`src/rtl/fetch_pc_unit.sv`:
```
// Instruction-fetch stage: owns the architectural PC and the IF/ID register, and
// handles redirects, hazard stalls, instruction-memory wait states and HALT.
module fetch_pc_unit #(
   parameter logic [15:0] NOP_INSTR = 16'h0800,
   parameter logic [4:0]  HALT_OP   = 5'b00000,
   parameter logic [15:0] RESET_PC  = 16'h0000
) (
   input  logic        clk,
   input  logic        rst,
   output logic [15:0] imem_addr,
   input  logic [15:0] imem_data,
   input  logic        imem_ready,
   input  logic        stall,
   input  logic        redirect,
   input  logic        pc_jump_B_sel,
   input  logic [15:0] ex_pc_plus2,
   input  logic [15:0] ex_rs,
   input  logic [15:0] ex_disp,
   output logic [15:0] pc,
   output logic [15:0] ifid_instr,
   output logic [15:0] ifid_pc_plus2,
   output logic        ifid_valid,
   output logic        halted,
   output logic        misalign_err
);

   typedef enum logic [1:0] {RUN = 2'd0, WAIT_MEM = 2'd1, HALTED = 2'd2} state_t;

   state_t      state_q, state_d;
   logic [15:0] pc_q, pc_d;
   logic [15:0] instr_q, instr_d;
   logic [15:0] pc2_q, pc2_d;
   logic        valid_q, valid_d;
   logic        mis_q, mis_d;
   logic [15:0] target;
   logic [15:0] pc_plus2;

   assign target   = (pc_jump_B_sel ? ex_pc_plus2 : ex_rs) + ex_disp;
   assign pc_plus2 = pc_q + 16'd2;

   always_ff @(posedge clk or negedge rst) begin
      if (!rst) begin
         state_q <= RUN;
         pc_q    <= RESET_PC;
         instr_q <= NOP_INSTR;
         pc2_q   <= 16'h0000;
         valid_q <= 1'b0;
         mis_q   <= 1'b0;
      end else begin
         state_q <= state_d;
         pc_q    <= pc_d;
         instr_q <= instr_d;
         pc2_q   <= pc2_d;
         valid_q <= valid_d;
         mis_q   <= mis_d;
      end
   end

   // Redirect outranks stall so a resolved branch never waits behind a hazard.
   always_comb begin
      state_d = state_q;
      pc_d    = pc_q;
      instr_d = instr_q;
      pc2_d   = pc2_q;
      valid_d = valid_q;
      mis_d   = mis_q | (redirect & target[0]);
      if (redirect) begin
         state_d = RUN;
         pc_d    = target;
         instr_d = NOP_INSTR;
         pc2_d   = 16'h0000;
         valid_d = 1'b0;
      end else if (stall) begin
         state_d = state_q;
      end else if (state_q == HALTED) begin
         instr_d = NOP_INSTR;
         valid_d = 1'b0;
      end else if (!imem_ready) begin
         state_d = WAIT_MEM;
         instr_d = NOP_INSTR;
         valid_d = 1'b0;
      end else begin
         instr_d = imem_data;
         pc2_d   = pc_plus2;
         valid_d = 1'b1;
         if (imem_data[15:11] == HALT_OP) begin
            state_d = HALTED;
         end else begin
            state_d = RUN;
            pc_d    = pc_plus2;
         end
      end
   end

   always_comb begin
      imem_addr     = pc_q;
      pc            = pc_q;
      ifid_instr    = instr_q;
      ifid_pc_plus2 = pc2_q;
      ifid_valid    = valid_q;
      halted        = (state_q == HALTED);
      misalign_err  = mis_q;
   end

endmodule

```
`config.mk`:
```
export PLATFORM = sky130hd
export DESIGN_NAME = fetch_pc_unit
export DESIGN_NICKNAME = d
export VERILOG_FILES = /design/src/rtl/fetch_pc_unit.sv
export SDC_FILE = /design/constraint.sdc
export NUM_CORES = 1
export LEC_CHECK = 0
export BUFFER_PORTS_ARGS = -buffer_cell sky130_fd_sc_hd__clkbuf_2
export CORE_ASPECT_RATIO = 1.25
export CORE_UTILIZATION = 50
export DETAILED_ROUTE_END_ITERATION = 10
export PLACE_DENSITY = 0.83
export SLEW_MARGIN = 25
export SYNTH_ARGS = -nofsm -noshare
export SYNTH_HDL_FRONTEND = slang
export SYNTH_SLANG_ARGS = --single-unit
```
`constraint.sdc`:
```
create_clock -name clk -period 2.3 [get_ports clk]
set_input_delay 0.115 -clock clk [delete_from_list [all_inputs] [get_ports clk]]
set_output_delay 0.115 -clock clk [all_outputs]
set_load 0.05 [all_outputs]
```
; ---- Word-level counts from Yosys, hierarchy flattened
; Cells that the tools add are included.
[op_classes]
order_cmp = 0
addsub = 2
n_mux = 23
mul = 0
bitwise = 2
shift = 0
n_div = 0
n_reduce_logical = 5
eq_ne = 4
[ops]
columns = operator, count
row1 = $mux 16, 14
row2 = $add 16x16->16, 1
row3 = $add 16x2->16 const B, 1
row4 = $mux 2, 5
row5 = $logic_not 5->1, 1
row6 = $mux 1, 4
row7 = $ne 2x2->1 const B, 2
row8 = $reduce_and 4->1, 1
row9 = $reduce_and 3->1, 1
row10 = $eq 2x2->1 const B, 1
row11 = $ne 2x1->1 const B, 1
row12 = $reduce_and 2->1, 1
row13 = $reduce_bool 2->1, 1
row14 = $and 1x1->1, 1
row15 = $or 1x1->1, 1
[word_totals]
mem_bits_ro = 0
n_memories = 0
reg_bits = 52
in_bits = 70
ramBits = 0
elab_cells = 42
output_inout_bits = 67
latchBits = 0

; ---- Depth between registers and ports, before layout
; Gate-level depths: netlist of the first run.
[logic_depth]
word_depth = 6
depth_mapped = 11

; ---- Worst setup path after synthesis of the first run
; Ideal clock, no wire load.
[synth_path]
kind = input-to-reg
startpoint = input port pc_jump_B_sel
endpoint = register pc_q[12] (netlist: imem_addr[12])
cell_stages = 10
arrival_ns = 2.508
setup_time_ns = 0.069
slack_ns = -0.277
path_cell_list = buf_2 > buf_1 > mux2_2 > ha_1 > a21o_1 > or3_1 > o21ai_2 > o21ai_1 > or3_1 > nand3_1
[synth_between]
elab_chain_cells = 3
[synth_lines]
columns = item, line_no
row1 = "start, declared", 15  ; input logic pc_jump_B_sel,
row2 = $mux 16, 38  ; assign target = (pc_jump_B_sel ? ex_pc_plus2 : ex_rs) + ex_disp;
row3 = $add 16x16->16, 38
row4 = $mux 16, 67  ; if (redirect) begin
row5 = "end signal, assigned", 51  ; pc_q <= pc_d;
row6 = "end, declared", 30  ; logic [15:0] pc_q, pc_d;
; Every way passes these cells.
; A chain may end at the register's enable or synchronous reset.

; ---- Worst setup path after layout of the first run
[layout_path]
startpoint = input port pc_jump_B_sel
endpoint = register pc_q[13] (netlist: imem_addr[13])
; Same word-level chain as after synthesis.

==> results.cfg, run 1 <==
[die]
boundaryPins = 137
die_y_microns = 96.9
initial_utilization_pct = 51.6
rows = 34
die_width_microns = 77.9
dieArea_sq_mm = 0.00755
design.core.area_sq_mm = 0.00698

[timing]
highest_achievable_clock_rate_ghz = 0.474
grt_setup_unrepaired = false
report.final.slew_viol_count = 0
report.final.hold_viol_count = 0
clock-skew-final_ns = 0.00782
worst_slew_pin_slew_ns = 0.780
fin_crit_ns = 2.11
finalWorstSetupSlack_ns = 0.190
timing.final.crit_share_pct = 91.8
timing.slew.headroom_pct = 48.0
finalSetupViolations = 0

[detailed_routing]
via_count = 3388
antenna_violating_nets_post_route = 0
routed_wirelength_microns = 8750
drc = 0
routedWlPerCell_microns = 14.4
detail_route.iter0.violations = 212
via_per_inst = 5.57
drt_first_pass_iters = 4

[critical_path]
crit_type = input port to flip-flop
timing.reg2reg.worst_path_depth = 7
worstPathArrival_ns = 2.37
maximum_fanout_encountered_on_the_critical_timing_path = 11
critical_path.max_stage_delay_ns = 0.40
critPathSlowestCell = o41a_1
cp_top_family = compound AO/OA/AOI/OAI gates
crit_buf_inv = 2
crit_chain = clkbuf_2 > mux2i_1 > inv_1 > ha_1 > a211oi_1 > o211ai_1 > a21oi_1 > nor2_1 > o41a_1 > nand2_1
worst-endpoint-required_ns = 2.56
crit_cells = 10
worst_setup_path_end_kind = flip-flop
critical_path.startpoint_type = input port

[clock_tree]
cts_hold_buf = 1
cts.root.buffer_cell = clkbuf_8
worstSkewPairLatency_ns = 0.31
clk_path_buf_depth = 2
clock_sinks = 52
cts_repair_resize_count = 0
tritoncts_buffer_count = 5
path_clk_slew_ns = 0.10
post-cts-setup-buffers = 0
tritoncts = yes
htreeDepth = 2

[layout]
ant_diodes = 0
layout.filler_cells = 585
fraction_of_layout_cells_with_a_size_suffix_above_1_pct = 41.3
layout.cells.non_filler = 608
fin_nets = 604
synthToLayoutAreaGrowth_pct = 25.9
most_used_cells_in_the_layout_excluding_fill_and_tap_cells = 136 x clkbuf_2, 51 x dfrtp_1, 36 x nor2_1
mostFrequentLayoutCell = clkbuf_2
layout.cell_area.non_filler_sq_mm = 0.00454

[outcome]
status = finished clean

[synthesis]
synth.ff_latch_count = 52
share_of_synthesized_area_occupied_by_flip_flops_and_latches_pct = 36.1
syn_avg_cell_area_sq_um = 9.46
synth_async_sr_flop_share_pct = 100
mapped_cells = 381
area_of_the_mapped_netlist_sq_mm = 0.00360
synth_nets = 468
number_of_unique_standard_cell_types_used_by_synthesis = 62
synthFlopType = dfrtp_1
total_number_of_yosys_warnings = 0
synth_edf_count = 0

[job]
maxCapViolations = 0

[power_and_ir_drop]
pwr-share-seq_pct = 35.1
power.combinational.fraction_pct = 45.9
switchingPower_mw = 1.55
power_consumption_mw = 3.38
power_frac_clock_pct = 19.0
max-vdd-ir-drop_mv = 0.425
power.static_leakage_nw = 2.25
power.density_cell_area_mw_per_mm2 = 744
power.internal_mw = 1.83
p_sw_share_pct = 45.8

[place]
place_worst_setup_slack_ns = -0.118
number_of_placed_cells_counting_well_taps = 599
gp_congestion = 0.858
placed_area_sq_mm = 0.00441
port_buffers = 136
dp_hpwl_microns = 6940

[hold_path]
timing.hold.worst.class = input port to flip-flop
whs_path_depth = 2

[grt]
grt_remaining_overflow = 0
number_of_antenna_violations_at_the_first_check_in_global_routing = 0
grt_max_degree = 32
grt.total_usage_pct = 23.9
grt_pass1_vias = 3343
first_pass_grt_wire_length_microns = 14800
## cells in the mapped netlist, drive strengths merged, types with 2 or more instances
cell type  instances  area [sq um]
nor2              39           169
nand3              9          55.1
a21oi             16          80.1
o21a               3          22.5
o221ai             5          43.8
a211oi            15           113
inv                6          22.5
a221oi             2          17.5
o211a              2          20.0
xor2               9          78.8
a22o              15           131
o21ai             20           108
and2               2          12.5
ha                16           200
clkbuf            13          58.8
buf               24           163
or4                2          15.0
nand4              4          31.3
nor2b              5          31.3
a21o              12          90.1
mux2              18           203
o211ai             5          37.5
mux2i              2          20.0
xnor2             12           105
nor3b              3          22.5
o32a               2          20.0
nand2b             5          31.3
nor3               7          35.0
nand2             26           103
and3               6          41.3
or3                5          31.3
dfrtp             51          1280
## worst paths after layout
path / slack, ns / end / from
worst max-delay path: 0.19 / imem_addr[13] / pc_jump_B_sel
max in group asynchronous: 1.20 / ifid_instr[2] / rst
worst min register to register: 0.47 / misalign_err / misalign_err
worst min-delay path: 0.02 / ifid_instr[6] / imem_data[6]
worst max register to register: 0.30 / imem_addr[15] / imem_addr[1]
min in group asynchronous: 0.44 / ifid_pc_plus2[0] / rst
## power groups by stage
| stage | clock network (mW) | registers, mW | logic (mW) |
|---|---|---|---|
| after detailed placement | 0 | 1.20 | 1.55 |
| after CTS | 0.653 | 1.18 | 1.55 |
| after global routing | 0.688 | 1.21 | 1.66 |
| after floorplan | 0 | 1.52 | 0.886 |
| final | 0.640 | 1.19 | 1.55 |
| after global placement | 0 | 1.19 | 1.52 |
## state kept, by name (all words and copies together) (netlist names)
| register | flops |
|---|---|
| ifid_valid | 1 |
| misalign_err | 1 |
| state_q | 2 |
| imem_addr | 16 |
| ifid_pc_plus2 | 16 |
| ifid_instr | 16 |
## final cells by class
class / instances / area (sq um) / area share (%)
clock buffer: 5 / 68.8 / 1.52
inverter: 7 / 26.3 / 0.579
multi-input combinational: 285 / 2070 / 45.7
timing repair buffer: 166 / 908 / 20.0
sequential: 52 / 1300 / 28.7
clock inverter: 3 / 46.3 / 1.02
tap: 90 / 113 / 2.48
## stage by stage
step	hold WS [ns]	TNS (ns)	utilization [%]
detailed placement	0.230	-0.539	63.2
global route	0.0129	0	65.0
CTS	0.00956	0	65.0
global placement	0.215	-0.00840	63.2
finish	0.0183	0	65.0
floorplan	-0.181	0	-
## layer usage
layer	part of all wire, %	track usage, %	vias to the layer above
met5	0	0	-
met4	2.2	9.26	0
met3	4.5	3.21	12
met2	51	43.3	112
met1	42	28.3	1613
li1	-	-	1651
## logic make-up (layout without fill, tap and decap cells)
family	after synthesis	count (layout)	synth area share, %
buffers and inverters	44	181	6.87
XOR/XNOR	21	21	5.10
AND/OR/NAND/NOR	118	118	17.7
AO/OA/AOI/OAI	109	109	21.9
flip-flops	52	52	36.1
multiplexers	20	20	6.18
adder cells (fa/ha/maj)	17	17	6.11
(Power assumes the default switching activity.)
==> run 2: changes to the inputs <==
- CORE_UTILIZATION: 50 -> 51
- CTS_BUF_LIST: default -> sky130_fd_sc_hd__clkbuf_8
- PLACE_DENSITY: 0.83 -> 0.85
==> run 2 against run 1 <==
Net effect: design area shrank 0.39%; register-to-register slack better by 0.02 ns; via count down 0.21%; flip-flop and latch count unchanged; non-clock buffer count is 6 lower; clock power is 3.6% higher; sequential share of layout area increased by 0.11 points; setup slack improved by 0.020 ns; die area shrank 1.9%; critical path type unchanged; largest power group unchanged; highest routed layer unchanged.
==> results.cfg, run 2 (synthesis gave the netlist of run 1 again) <==
[outcome]
status = finished clean

[power_and_ir_drop]
pwr-share-seq_pct = 34.6
p_sw_share_pct = 45.3
max-vdd-ir-drop_mv = 0.435
power.combinational.fraction_pct = 45.9
switchingPower_mw = 1.54
power.internal_mw = 1.86
power_frac_clock_pct = 19.5
power.density_cell_area_mw_per_mm2 = 751
power.static_leakage_nw = 2.24
power_consumption_mw = 3.40

[critical_path]
worst-endpoint-required_ns = 2.55
maximum_fanout_encountered_on_the_critical_timing_path = 15
critical_path.startpoint_type = input port
worstPathArrival_ns = 2.34
worst_setup_path_end_kind = flip-flop
crit_type = input port to flip-flop

[timing]
worst_slew_pin_slew_ns = 0.721
report.final.slew_viol_count = 0
finalHoldWorstSlack_ns = 0.0236
grt_setup_unrepaired = false
finalSetupViolations = 0
timing.final.crit_share_pct = 90.9
highest_achievable_clock_rate_ghz = 0.478
clock-skew-final_ns = 0.00439
fin_crit_ns = 2.09
timing.slew.headroom_pct = 52.0
report.final.hold_viol_count = 0
finalWorstSetupSlack_ns = 0.210

[die]
rows = 33
boundaryPins = 137
die_y_microns = 96.0
initial_utilization_pct = 53.9
dieArea_sq_mm = 0.00741
die_width_microns = 77.2
design.core.area_sq_mm = 0.00669

[place]
dp_hpwl_microns = 6930
place_worst_setup_slack_ns = -0.0759
port_buffers = 136
gp_congestion = 0.883
number_of_placed_cells_counting_well_taps = 590

[detailed_routing]
routed_wirelength_microns = 8810
routedWlPerCell_microns = 14.7
drc = 0
via_per_inst = 5.64
drt_first_pass_iters = 5
via_count = 3381
detail_route.iter0.violations = 176
antenna_violating_nets_post_route = 0

[clock_tree]
cts_repair_resize_count = 0
cts.root.buffer_cell = clkbuf_8
tritoncts = yes
path_clk_slew_ns = 0.09
cts_hold_buf = 1
post-cts-setup-buffers = 0
clock_sinks = 52
tritoncts_buffer_count = 5
worstSkewPairLatency_ns = 0.31
clk_path_buf_depth = 2
htreeDepth = 2

[grt]
number_of_antenna_violations_at_the_first_check_in_global_routing = 0
grt_max_degree = 29
grt_remaining_overflow = 0
gr-usage-met2_pct = 45.2
global_route.usage.met3_pct = 3.79
grt_pass1_vias = 3280
use_met1_pct = 28.7
first_pass_grt_wire_length_microns = 14600
grt.total_usage_pct = 24.5
busiest_layer = met2

[hold_path]
timing.hold.worst.class = input port to flip-flop

[layout]
most_used_cells_in_the_layout_excluding_fill_and_tap_cells = 136 x clkbuf_2, 51 x dfrtp_1, 36 x nor2_1
ant_diodes = 0
fraction_of_layout_cells_with_a_size_suffix_above_1_pct = 40.6
layout.filler_cells = 561
synthToLayoutAreaGrowth_pct = 25.5
fin_nets = 598
layout.cells.non_filler = 599
mostFrequentLayoutCell = clkbuf_2

[job]
maxCapViolations = 0
-- run 2: changes by cell type in the layout (fill, tap and decap cells not counted), sizes merged --
cell	delta
clkinv	+1
clkbuf	+1
inv	-1
buf	-6
clkinvlp	-1
-- run 2: cell type report --
cell class	count	area, sq um	share of cell area [%]
Multi-Input combinational cell	285	2070	45.9
Clock buffer	6	82.6	1.83
Clock inverter	2	38.8	0.858
Sequential cell	52	1300	28.8
Timing Repair Buffer	160	888	19.7
Tap cell	87	109	2.41
Inverter	7	26.3	0.581
-- run 2: metal layers --
metal,share of wire (%),up-vias
li1,-,1647
met1,42,1568
met2,49,154
met3,6.7,12
met4,1.9,0
met5,0,-
-- run 2: power groups by stage --
stage	combinational (mW)	sequential (mW)	clock, mW
6_report	1.56	1.17	0.663
5_1_grt	1.66	1.20	0.710
4_1_cts	1.56	1.17	0.673
3_5_place_dp	1.56	1.19	0
3_3_place_gp	1.53	1.18	0
2_1_floorplan	0.886	1.52	0
-- run 2: critical path, stage by stage --
cell and delay (ns):
clkbuf_2 0.12, buf_12 0.15, mux2_2 0.34, ha_1 0.34
o211ai_1 0.15, o211ai_1 0.29, a21oi_1 0.15, or4_1 0.48
o41a_1 0.12, nand2_1 0.08
-- run 2: worst paths after layout --
kind | startpoint | to | slack [ns] | cells after the start
worst max-delay path | pc_jump_B_sel | imem_addr[13] | 0.21 | 10
worst min-delay path | imem_data[10] | ifid_instr[10] | 0.02 | 2
worst max register to register | imem_addr[1] | imem_addr[15] | 0.32 | 7
worst min register to register | misalign_err | misalign_err | 0.48 | 1
max in group asynchronous | rst | ifid_instr[11] | 1.26 | 3
min in group asynchronous | rst | ifid_instr[9] | 0.38 | 2
-- run 2: metrics by stage --
| step | TNS (ns) | utilization (%) | area, sq um |
|---|---|---|---|
| final | 0 | 67.6 | 4520 |
| after global routing | 0 | 67.6 | 4520 |
| after CTS | 0 | 67.5 | 4520 |
| after detailed placement | -0.130 | 65.6 | 4390 |
| after global placement | 0 | 65.6 | 4390 |
| after floorplan | 0 | - | 3630 |
==> run 3: changes to the inputs <==
- ABC_AREA: default -> 1
- CORE_UTILIZATION: 51 -> 52
==> run 3 against run 2 <==
Net effect: sequential power is essentially flat; design area decreased by 1.2%; final cell count is 21% higher; first-iteration DRC count up 32%; non-clock buffer count decreased by 20; largest cell class unchanged; synthesized area rose by 4.2%; clock skew increased by 0.0028 ns.
==> results.cfg, run 3 <==
[synthesis]
synth_async_sr_flop_share_pct = 100
post_synth_xor_area_fraction_pct = 0.933
total_number_of_yosys_warnings = 0
mapped_cells = 513
area_of_the_mapped_netlist_sq_mm = 0.00375
synth_top_cell_area_share_pct = 34.0
post-synth-top-count-cell = nand2_1
synthFlopType = dfrtp_1
yosys-top-cells-area = dfrtp_1 34%, nand2_1 15%, inv_1 6.8%
yosys.area_share.simple_pct = 28.8
synth.area.mux_share_pct = 4.20
number_of_unique_standard_cell_types_used_by_synthesis = 36
share_of_synthesized_area_occupied_by_flip_flops_and_latches_pct = 34.7
synth_top_family_by_area = simple AND/OR/NAND/NOR gates
post-synth-top-area-cell = dfrtp_1
synth_compound_area_share_pct = 12.5
syn_avg_cell_area_sq_um = 7.32
synth_nets = 600
synth.ff_latch_count = 52
synth_edf_count = 0
synth_fa_ha_area_share_pct = 5.86
most_frequent_cells_after_synthesis = 147 x nand2_1, 68 x inv_1, 51 x dfrtp_1

[detailed_routing]
antenna_violating_nets_post_route = 0
drt_first_pass_iters = 5
routedWlPerCell_microns = 12.8
drc = 0
via_per_inst = 5.11
via_count = 3698
routed_wirelength_microns = 9260
detail_route.iter0.violations = 232

[clock_tree]
tritoncts = yes
htreeDepth = 2
path_clk_slew_ns = 0.09
clock_sinks = 52
post-cts-setup-buffers = 0
worstSkewPairLatency_ns = 0.31
cts_repair_resize_count = 0
tritoncts_buffer_count = 5
clk_path_buf_depth = 2
cts.root.buffer_cell = clkbuf_8

[grt]
grt_pass1_vias = 3656
grt.total_usage_pct = 26.0
grt_max_degree = 31
grt_remaining_overflow = 0
number_of_antenna_violations_at_the_first_check_in_global_routing = 0
first_pass_grt_wire_length_microns = 15800

[layout]
fraction_of_layout_cells_with_a_size_suffix_above_1_pct = 30.6
ant_diodes = 0
fin_nets = 719
mostFrequentLayoutCell = nand2_1
synthToLayoutAreaGrowth_pct = 19.0
most_used_cells_in_the_layout_excluding_fill_and_tap_cells = 147 x nand2_1, 136 x clkbuf_2, 68 x inv_1

[timing]
timing.slew.headroom_pct = 32.4
clock-skew-final_ns = 0.00722
finalSetupTns_ns = 0
finalSetupViolations = 0
report.final.hold_viol_count = 0
fin_crit_ns = 1.88
timing.final.crit_share_pct = 81.7
report.final.slew_viol_count = 0
worst_slew_pin_slew_ns = 1.01
grt_setup_unrepaired = false
highest_achievable_clock_rate_ghz = 0.532

[die]
dieArea_sq_mm = 0.00757
rows = 34
boundaryPins = 137
initial_utilization_pct = 53.8
die_width_microns = 78.0
die_y_microns = 97.0
design.core.area_sq_mm = 0.00698

[place]
port_buffers = 136
gp_congestion = 0.901
dp_hpwl_microns = 7400

[critical_path]
crit_type = input port to flip-flop
worstPathArrival_ns = 2.13
worst_setup_path_end_kind = flip-flop
worst-endpoint-required_ns = 2.55
critical_path.startpoint_type = input port
maximum_fanout_encountered_on_the_critical_timing_path = 18

[power_and_ir_drop]
power.static_leakage_nw = 2.59
power.density_cell_area_mw_per_mm2 = 734
power_consumption_mw = 3.28
max-vdd-ir-drop_mv = 0.397

[hold_path]
timing.hold.worst.class = input port to flip-flop

[job]
maxCapViolations = 0

[outcome]
status = finished clean
run 3: worst paths after layout:
check                                  to  cells after the start           from  slack, ns
min reg2reg                  misalign_err                      2   misalign_err       0.49
max in group asynchronous  ifid_instr[11]                      3            rst       1.22
max                         imem_addr[12]                     13  pc_jump_B_sel       0.42
min                         ifid_instr[9]                      2   imem_data[9]       0.01
min in group asynchronous   ifid_instr[6]                      2            rst       0.38
max reg2reg                ifid_instr[15]                      5     state_q[1]       0.67
run 3: cell families (layout without fill, tap and decap cells):
logic type / Yosys count / in the layout
adder cells (fa/ha/maj): 17 / 17
AO/OA/AOI/OAI: 76 / 76
XOR/XNOR: 4 / 4
buffers and inverters: 103 / 223
AND/OR/NAND/NOR: 247 / 247
flip-flops: 52 / 52
multiplexers: 14 / 14
run 3: routing by layer:
metal	vias to the layer above	GRT usage [%]	share of wire, %
li1	1869	-	-
met1	1668	29.1	40
met2	144	48.7	52
met3	17	4.15	6.3
met4	0	9.54	1.9
met5	-	0	0
run 3: report_power, final:
group | internal (mW) | switching, mW
Clock | 0.218 | 0.313
Combinational | 0.403 | 1.17
Sequential | 1.03 | 0.145
Total | 1.65 | 1.63
run 3: critical path, cell delays in order:
cell and delay (ns):
clkbuf_2 0.33, mux2_2 0.39, ha_1 0.19, inv_1 0.07
fa_1 0.22, inv_1 0.07, nand3_1 0.07, nand3_1 0.14
nand3_1 0.15, nand3_1 0.09, nand2_1 0.07, nand3_1 0.10
a21oi_2 0.13
run 3: cell type report:
class                           instances  area (sq um)
Clock inverter                          3          22.5
Timing Repair Buffer                  140           713
Clock buffer                            5          68.8
Multi-Input combinational cell        358          1960
Sequential cell                        52          1300
Inverter                               75           285
Fill cell                             634          2510
Tap cell                               90           113
run 3: repair_timing:
action	in CTS	in global routing
hold buffers	1	0
endpoints found under the hold margin	28	0
setup endpoints to repair	0	0
run 3: per-stage QoR:
stage	hold WS, ns	setup slack, ns	util [%]	instances	area, sq um
after detailed placement	0.195	0.0735	62.6	714	4370
after CTS	0.0150	0.401	64.0	723	4470
final	0.0148	0.421	64.0	723	4470
after global routing	0.0105	0.188	64.0	723	4470
after floorplan	-0.181	0.359	-	513	3750
after global placement	0.199	0.163	62.6	714	4370
